$ cat config.mk
export PLATFORM = sky130hd
export DESIGN_NAME = cby_retime_feedthrough
export DESIGN_NICKNAME = d
export VERILOG_FILES = /design/src/rtl/cby_ft_pkg.sv /design/src/rtl/cby_ft_track.sv /design/src/rtl/cby_retime_feedthrough.sv
export SDC_FILE = /design/constraint.sdc
export NUM_CORES = 1
export LEC_CHECK = 0
export ABC_AREA = 1
export BUFFER_PORTS_ARGS = -buffer_cell sky130_fd_sc_hd__buf_2
export CAP_MARGIN = 10
export CORE_MARGIN = 3
export CORE_UTILIZATION = 30
export DETAILED_ROUTE_END_ITERATION = 6
export SYNTH_ARGS = -nofsm -noshare
export SYNTH_HDL_FRONTEND = slang
export SYNTH_SLANG_ARGS = --single-unit
$ cat constraint.sdc
create_clock -name clk -period 12.6 [get_ports clk]
set_input_delay 2.52 -clock clk [delete_from_list [all_inputs] [get_ports clk]]
set_output_delay 2.52 -clock clk [all_outputs]
set_load 0.005 [all_outputs]
$ cat src/rtl/cby_ft_pkg.sv
// Shared definitions for the retiming feedthrough connection block:
// per-track mode encodings and the legal pipeline depth range.
package cby_ft_pkg;

    typedef enum logic [1:0] {
        MODE_PASS = 2'b00,
        MODE_REG1 = 2'b01,
        MODE_REGD = 2'b10,
        MODE_OFF  = 2'b11
    } ft_mode_e;

    localparam int DEPTH_MIN = 2;
    localparam int DEPTH_MAX = 8;

endpackage

$ cat src/rtl/cby_ft_track.sv
// One routing track: a free-running DEPTH-stage shift register and a 4:1 mux
// choosing pass-through, 1-cycle tap, DEPTH-cycle tap, or a constant 0.
module cby_ft_track
    import cby_ft_pkg::*;
#(
    parameter int DEPTH = 2
) (
    input  logic       clk,
    input  logic       reset,
    input  logic       din,
    input  logic [1:0] mode,
    output logic       dout
);

    logic [DEPTH-1:0] pipe;

    // The pipeline never stalls, so a mode switch only re-points the mux and
    // the selected tap already holds valid history.
    always_ff @(posedge clk or posedge reset) begin
        if (reset) begin
            pipe <= '0;
        end else begin
            pipe <= {pipe[DEPTH-2:0], din};
        end
    end

    always_comb begin
        dout = 1'b0;
        case (mode)
            MODE_PASS: dout = din;
            MODE_REG1: dout = pipe[0];
            MODE_REGD: dout = pipe[DEPTH-1];
            default:   dout = 1'b0;
        endcase
    end

endmodule

$ cat src/rtl/cby_retime_feedthrough.sv
// Vertical connection-block feedthrough with per-track retiming, configured by
// a 4*WIDTH-bit serial chain (two mode bits per track, northbound first).
module cby_retime_feedthrough
    import cby_ft_pkg::*;
#(
    parameter int WIDTH = 20,
    parameter int DEPTH = 2
) (
    input  logic             clk,
    input  logic             reset,
    input  logic             config_enable,
    input  logic             ccff_head,
    output logic             ccff_tail,
    input  logic             Test_en,
    input  logic [WIDTH-1:0] chany_bottom_in,
    input  logic [WIDTH-1:0] chany_top_in,
    output logic [WIDTH-1:0] chany_top_out,
    output logic [WIDTH-1:0] chany_bottom_out
);

    localparam int CFG_BITS = 4 * WIDTH;

    if (DEPTH < DEPTH_MIN || DEPTH > DEPTH_MAX) begin : g_bad_depth
        $error("cby_retime_feedthrough: DEPTH=%0d outside legal range %0d..%0d",
               DEPTH, DEPTH_MIN, DEPTH_MAX);
    end

    logic [CFG_BITS-1:0] cfg;

    always_ff @(posedge clk or posedge reset) begin
        if (reset) begin
            cfg <= '0;
        end else if (config_enable) begin
            cfg <= {cfg[CFG_BITS-2:0], ccff_head};
        end
    end

    assign ccff_tail = cfg[CFG_BITS-1];

    // Loading the chain blanks every track; test mode bypasses all retiming.
    function automatic logic [1:0] effective_mode(input logic [1:0] cfg_mode,
                                                  input logic       cfg_en,
                                                  input logic       test_en);
        logic [1:0] m;
        m = cfg_mode;
        if (cfg_en) begin
            m = MODE_OFF;
        end else if (test_en) begin
            m = MODE_PASS;
        end
        return m;
    endfunction

    for (genvar t = 0; t < WIDTH; t++) begin : g_track
        logic [1:0] north_mode;
        logic [1:0] south_mode;

        assign north_mode = effective_mode(cfg[2*t +: 2], config_enable, Test_en);
        assign south_mode = effective_mode(cfg[2*WIDTH + 2*t +: 2], config_enable, Test_en);

        cby_ft_track #(
            .DEPTH (DEPTH)
        ) u_north (
            .clk   (clk),
            .reset (reset),
            .din   (chany_bottom_in[t]),
            .mode  (north_mode),
            .dout  (chany_top_out[t])
        );

        cby_ft_track #(
            .DEPTH (DEPTH)
        ) u_south (
            .clk   (clk),
            .reset (reset),
            .din   (chany_top_in[t]),
            .mode  (south_mode),
            .dout  (chany_bottom_out[t])
        );
    end

endmodule

# Word-level counts from Yosys, hierarchy flattened
# Cells that the tools add are included.
[word_totals]
in_bits = 45
register_bits = 160
output_inout_bits = 41
[op_classes]
n_mux = 120
eq_ne = 80
n_reduce_logical = 40
[op_table]
columns = ["cell", "count"]
rows = [
  ["$mux 2", 80],
  ["$pmux 1 s3", 40],
  ["$eq 2x1->1 const B", 40],
  ["$eq 2x2->1 const B", 40],
  ["$logic_not 2->1", 40],
]

# Logic depth before layout (Yosys ltp)
[logic_depth]
word_depth = 4
depth_mapped = 7
ltp_nobuf = 5

# Modules after synthesis
# From an unflattened synthesis, not the netlist that was laid out.
[unflattened]
cells_unflattened = 877
hier_area_um2 = 6970.4
[by_module_without_submodules]
columns = ["module", "area_per_inst_um2", "seq_area_each_um2", "cells_per_inst", "n_inst"]
rows = [
  ["cby_retime_feedthrough", 3717.3, 2001.9, 517, 1],
  ["cby_ft_track", 81.3, 50.0, 9, 40],
]

# Worst setup path after synthesis
# OpenSTA, ideal clock, no wires.
[synth_timing]
path_kind = "input port to output port"
from = "input port config_enable"
to = "output port chany_bottom_out[0]"
t_required_ns = 10.080
path_stages = 7
n_path_buf = 4
path_slack_ns = 6.927
arrival_ns = 3.153
path_cell_list = "buf_6 > inv_4 > buf_12 > buf_12 > nand2_2 > nor2_2 > buf_4"
[synth_via]
elab_chain_cells = 3
[synth_rtl]
columns = ["element", "line", "text"]
rows = [
  ["start: declaration", "cby_retime_feedthrough.sv:11", "input logic config_enable,"],
  ["$mux 2 (*)", "cby_retime_feedthrough.sv:46", "if (cfg_en) begin"],
  ["$eq 2x2->1, or another cell as far along", "cby_ft_track.sv:29", "case (mode)"],
  ["$pmux 1 s3 (*)", "cby_ft_track.sv:29", ""],
  ["end: declaration", "cby_retime_feedthrough.sv:18", "output logic [WIDTH-1:0] chany_bottom_out"],
]
# Every way passes the cells marked *; elsewhere a longest branch is shown, timed or not.

# Worst setup path after layout
[layout_timing]
from = "input port config_enable"
to = "output port chany_top_out[1]"
[layout_via]
elab_chain_cells = 3
[layout_rtl]
columns = ["element", "line", "text"]
rows = [
  ["$mux 2 (*)", "cby_retime_feedthrough.sv:46", ""],
  ["$eq 2x2->1, or another cell as far along", "cby_ft_track.sv:29", ""],
  ["$pmux 1 s3 (*)", "cby_ft_track.sv:29", ""],
  ["end: declaration", "cby_retime_feedthrough.sv:17", "output logic [WIDTH-1:0] chany_top_out,"],
]
# Marked as above.

==> metrics.csv <==
stage;metric;value;unit
power_and_ir_drop;power.density;159;nW/um^2
critical_path;worst_path_max_delay_cell;inv_4;
layout;drive_gt1_frac;0.183;
job;drv_cap;0;
critical_path;path_buf_inv;3;
critical_path;cpLargestDelayFamily;buffers and inverters;
synthesis;synth_cells;816;
sta;rsz0062_at_grt;no;
drt;vias_per_cell;4.07;
global_route;grt_pass1_wl;23200;um
sta;final.setup.tns;0;ps
floorplan;core;22800;um^2
layout;antennaDiodeCount;0;
clock_network;numCtsBuffers;17;
clock_network;insertion_delay;410;ps
clock_network;cts_setup_buffers;0;
floorplan;die_y;159;um
placement;place_inst;1151;
critical_path;path_max_fanout;66;
layout;syn2layout_area_growth;12.3;%
drt;ant_nets;0;
run_status;outcome;complete, no violations;
worst_hold_path;min_to;g_track[2].u_north.pipe[1];
floorplan;rows;55;
critical_path;worst_ep_arrival_time;3920;ps
critical_path;crit_type;in -> out;
critical_path;r2r_start;cfg[19];
drt;drc;0;
critical_path;worst-endpoint-required;10080;ps
floorplan;dieArea;25300;um^2
clock_network;clkTransAtPathRegs;60;ps
drt;wirelength;13300;um
clock_network;clockBufferDepth;2;
clock_network;htree_levels;4;
clock_network;tritoncts;built;
floorplan;start_util;0.308;
sta;finalMaxSlewViolations;0;
synthesis;seq_area_frac_synth;0.570;
clock_network;ctsResizeCount;0;
sta;layout_min_cycle_time;6440;ps
placement;dp_hpwl;8350;um
layout;nFillCells;2426;
placement;globalplace.congestion;0.735;
sta;finClkSkew;6.34;ps
placement;placed_area;7330;um^2
sta;setup_violations;0;
synthesis;synth_cell_types;16;
sta;max_freq;155;MHz
critical_path;cp_cell_sequence;buf_4 > inv_4 > nand2_2 > nor2_2 > buf_2;
floorplan;ioPinCount;86;
layout;fin_cells;1182;
synthesis;syn_nets;861;
global_route;antenna_found_initial;1;
layout;layout.nets;902;
global_route;grt_pass1_vias;4870;
layout;final_core_util;0.346;
placement;io_buffers;85;
layout;finalInstanceArea;7890;um^2
drt;vias;4814;
sta;worst_pin_slew;931;ps
critical_path;end_kind;output pin;
global_route;track_usage;0.111;
floorplan;die_w;159;um
drt;avgRoutedWirePerCell;11.3;um
power_and_ir_drop;leakage;4.04;nW
clock_network;cts_root_buf;clkbuf_16;
critical_path;cpPeakStageDelay;670;ps
sta;slew_headroom;0.379;
drt;drtPass1Iterations;4;
worst_hold_path;min_from;g_track[2].u_north.pipe[0];
sta;hold_violations;0;
critical_path;timing.rr.end;cfg[19];
power_and_ir_drop;ir_worst_vdd;0.0000802;V
clock_network;cts_hold_buf;0;
sta;holdWs;366;ps
synthesis;synth_warnings;0;
critical_path;reg2reg_slack;11870;ps
synthesis;synth_area;7030;um^2
worst_hold_path;hp-class;reg -> reg;
drt;drt_iter0_drc;261;
sta;post-route-period-util;0.511;
worst_hold_path;min_path_cells;0;
critical_path;setup.worst_path.start_class;input port;
global_route;gr-total-overflow;0;
global_route;grt_max_degree;87;
critical_path;ff2ff_path_depth;2;
synthesis;ys_ff_latch;160;
clock_network;clock-sinks;160;
synthesis;postSynthAreaPerCell;8.61;um^2
registers in the layout (all words and copies together) (netlist names):
name                  flops
g_track.u_north.pipe     40
cfg                      80
g_track.u_south.pipe     40
stage by stage:
stage | total power [mW] | setup WS [ps]
2_1_floorplan | 0.741 | 5760
3_3_place_gp | 0.770 | 6160
3_5_place_dp | 0.774 | 6140
4_1_cts | 1.28 | 6140
5_1_grt | 1.33 | 6000
6_report | 1.25 | 6160
worst max path at each step:
stage	startpoint	end	depth (start not counted)
after floorplan	reset	cfg[0]	1
after global placement	config_enable	chany_top_out[1]	5
after detailed placement	config_enable	chany_top_out[1]	5
after CTS	config_enable	chany_top_out[1]	5
after global routing	config_enable	chany_top_out[16]	5
final	config_enable	chany_top_out[1]	5
layout make-up:
| cell class | count | area (um^2) | share of cell area |
|---|---|---|---|
| clock buffers | 22 | 474 | 0.0601 |
| clock inverters | 9 | 85.1 | 0.0108 |
| inverters | 123 | 469 | 0.0594 |
| multi-input cells | 467 | 2020 | 0.256 |
| flip-flops and latches | 160 | 4000 | 0.507 |
| well taps | 313 | 392 | 0.0496 |
| repair buffers | 88 | 450 | 0.0571 |
power breakdown:
group	total [mW]	switching (mW)	internal, mW
registers	0.603	0.0354	0.568
logic	0.158	0.0999	0.0579
clock network	0.492	0.206	0.286
total	1.25	0.341	0.912
logic make-up (layout without fill, tap and decap cells):
family | count (synthesis) | in the layout | synth area share
AO/OA/AOI/OAI | 133 | 133 | 0.0947
buffers and inverters | 189 | 242 | 0.143
flip-flops | 160 | 160 | 0.570
AND/OR/NAND/NOR | 334 | 334 | 0.193
Yosys cell counts, drive strengths merged:
cell type,instances,area share
nand2,254,0.14
dfrtp,160,0.57
o21ai,133,0.095
inv,123,0.066
nor2,80,0.050
buf,60,0.073
clkbuf,6,0.0036
layer usage:
layer  track usage  up-vias  part of all wire
met1         0.142     2219              0.48
met2         0.183       83              0.46
met5             0        -           0.00098
met3        0.0323       10             0.045
met4        0.0358        2             0.011
li1              -     2500                 -
cell usage in the layout, fill, tap and decap left out, drive strengths merged:
cell type,count
nand2,254
dfrtp,160
o21ai,133
inv,123
buf,88
nor2,80
clkbuf,22
clkinv,5
clkinvlp,3
bufinv,1
Note: power is estimated with default switching activity, not from simulation.
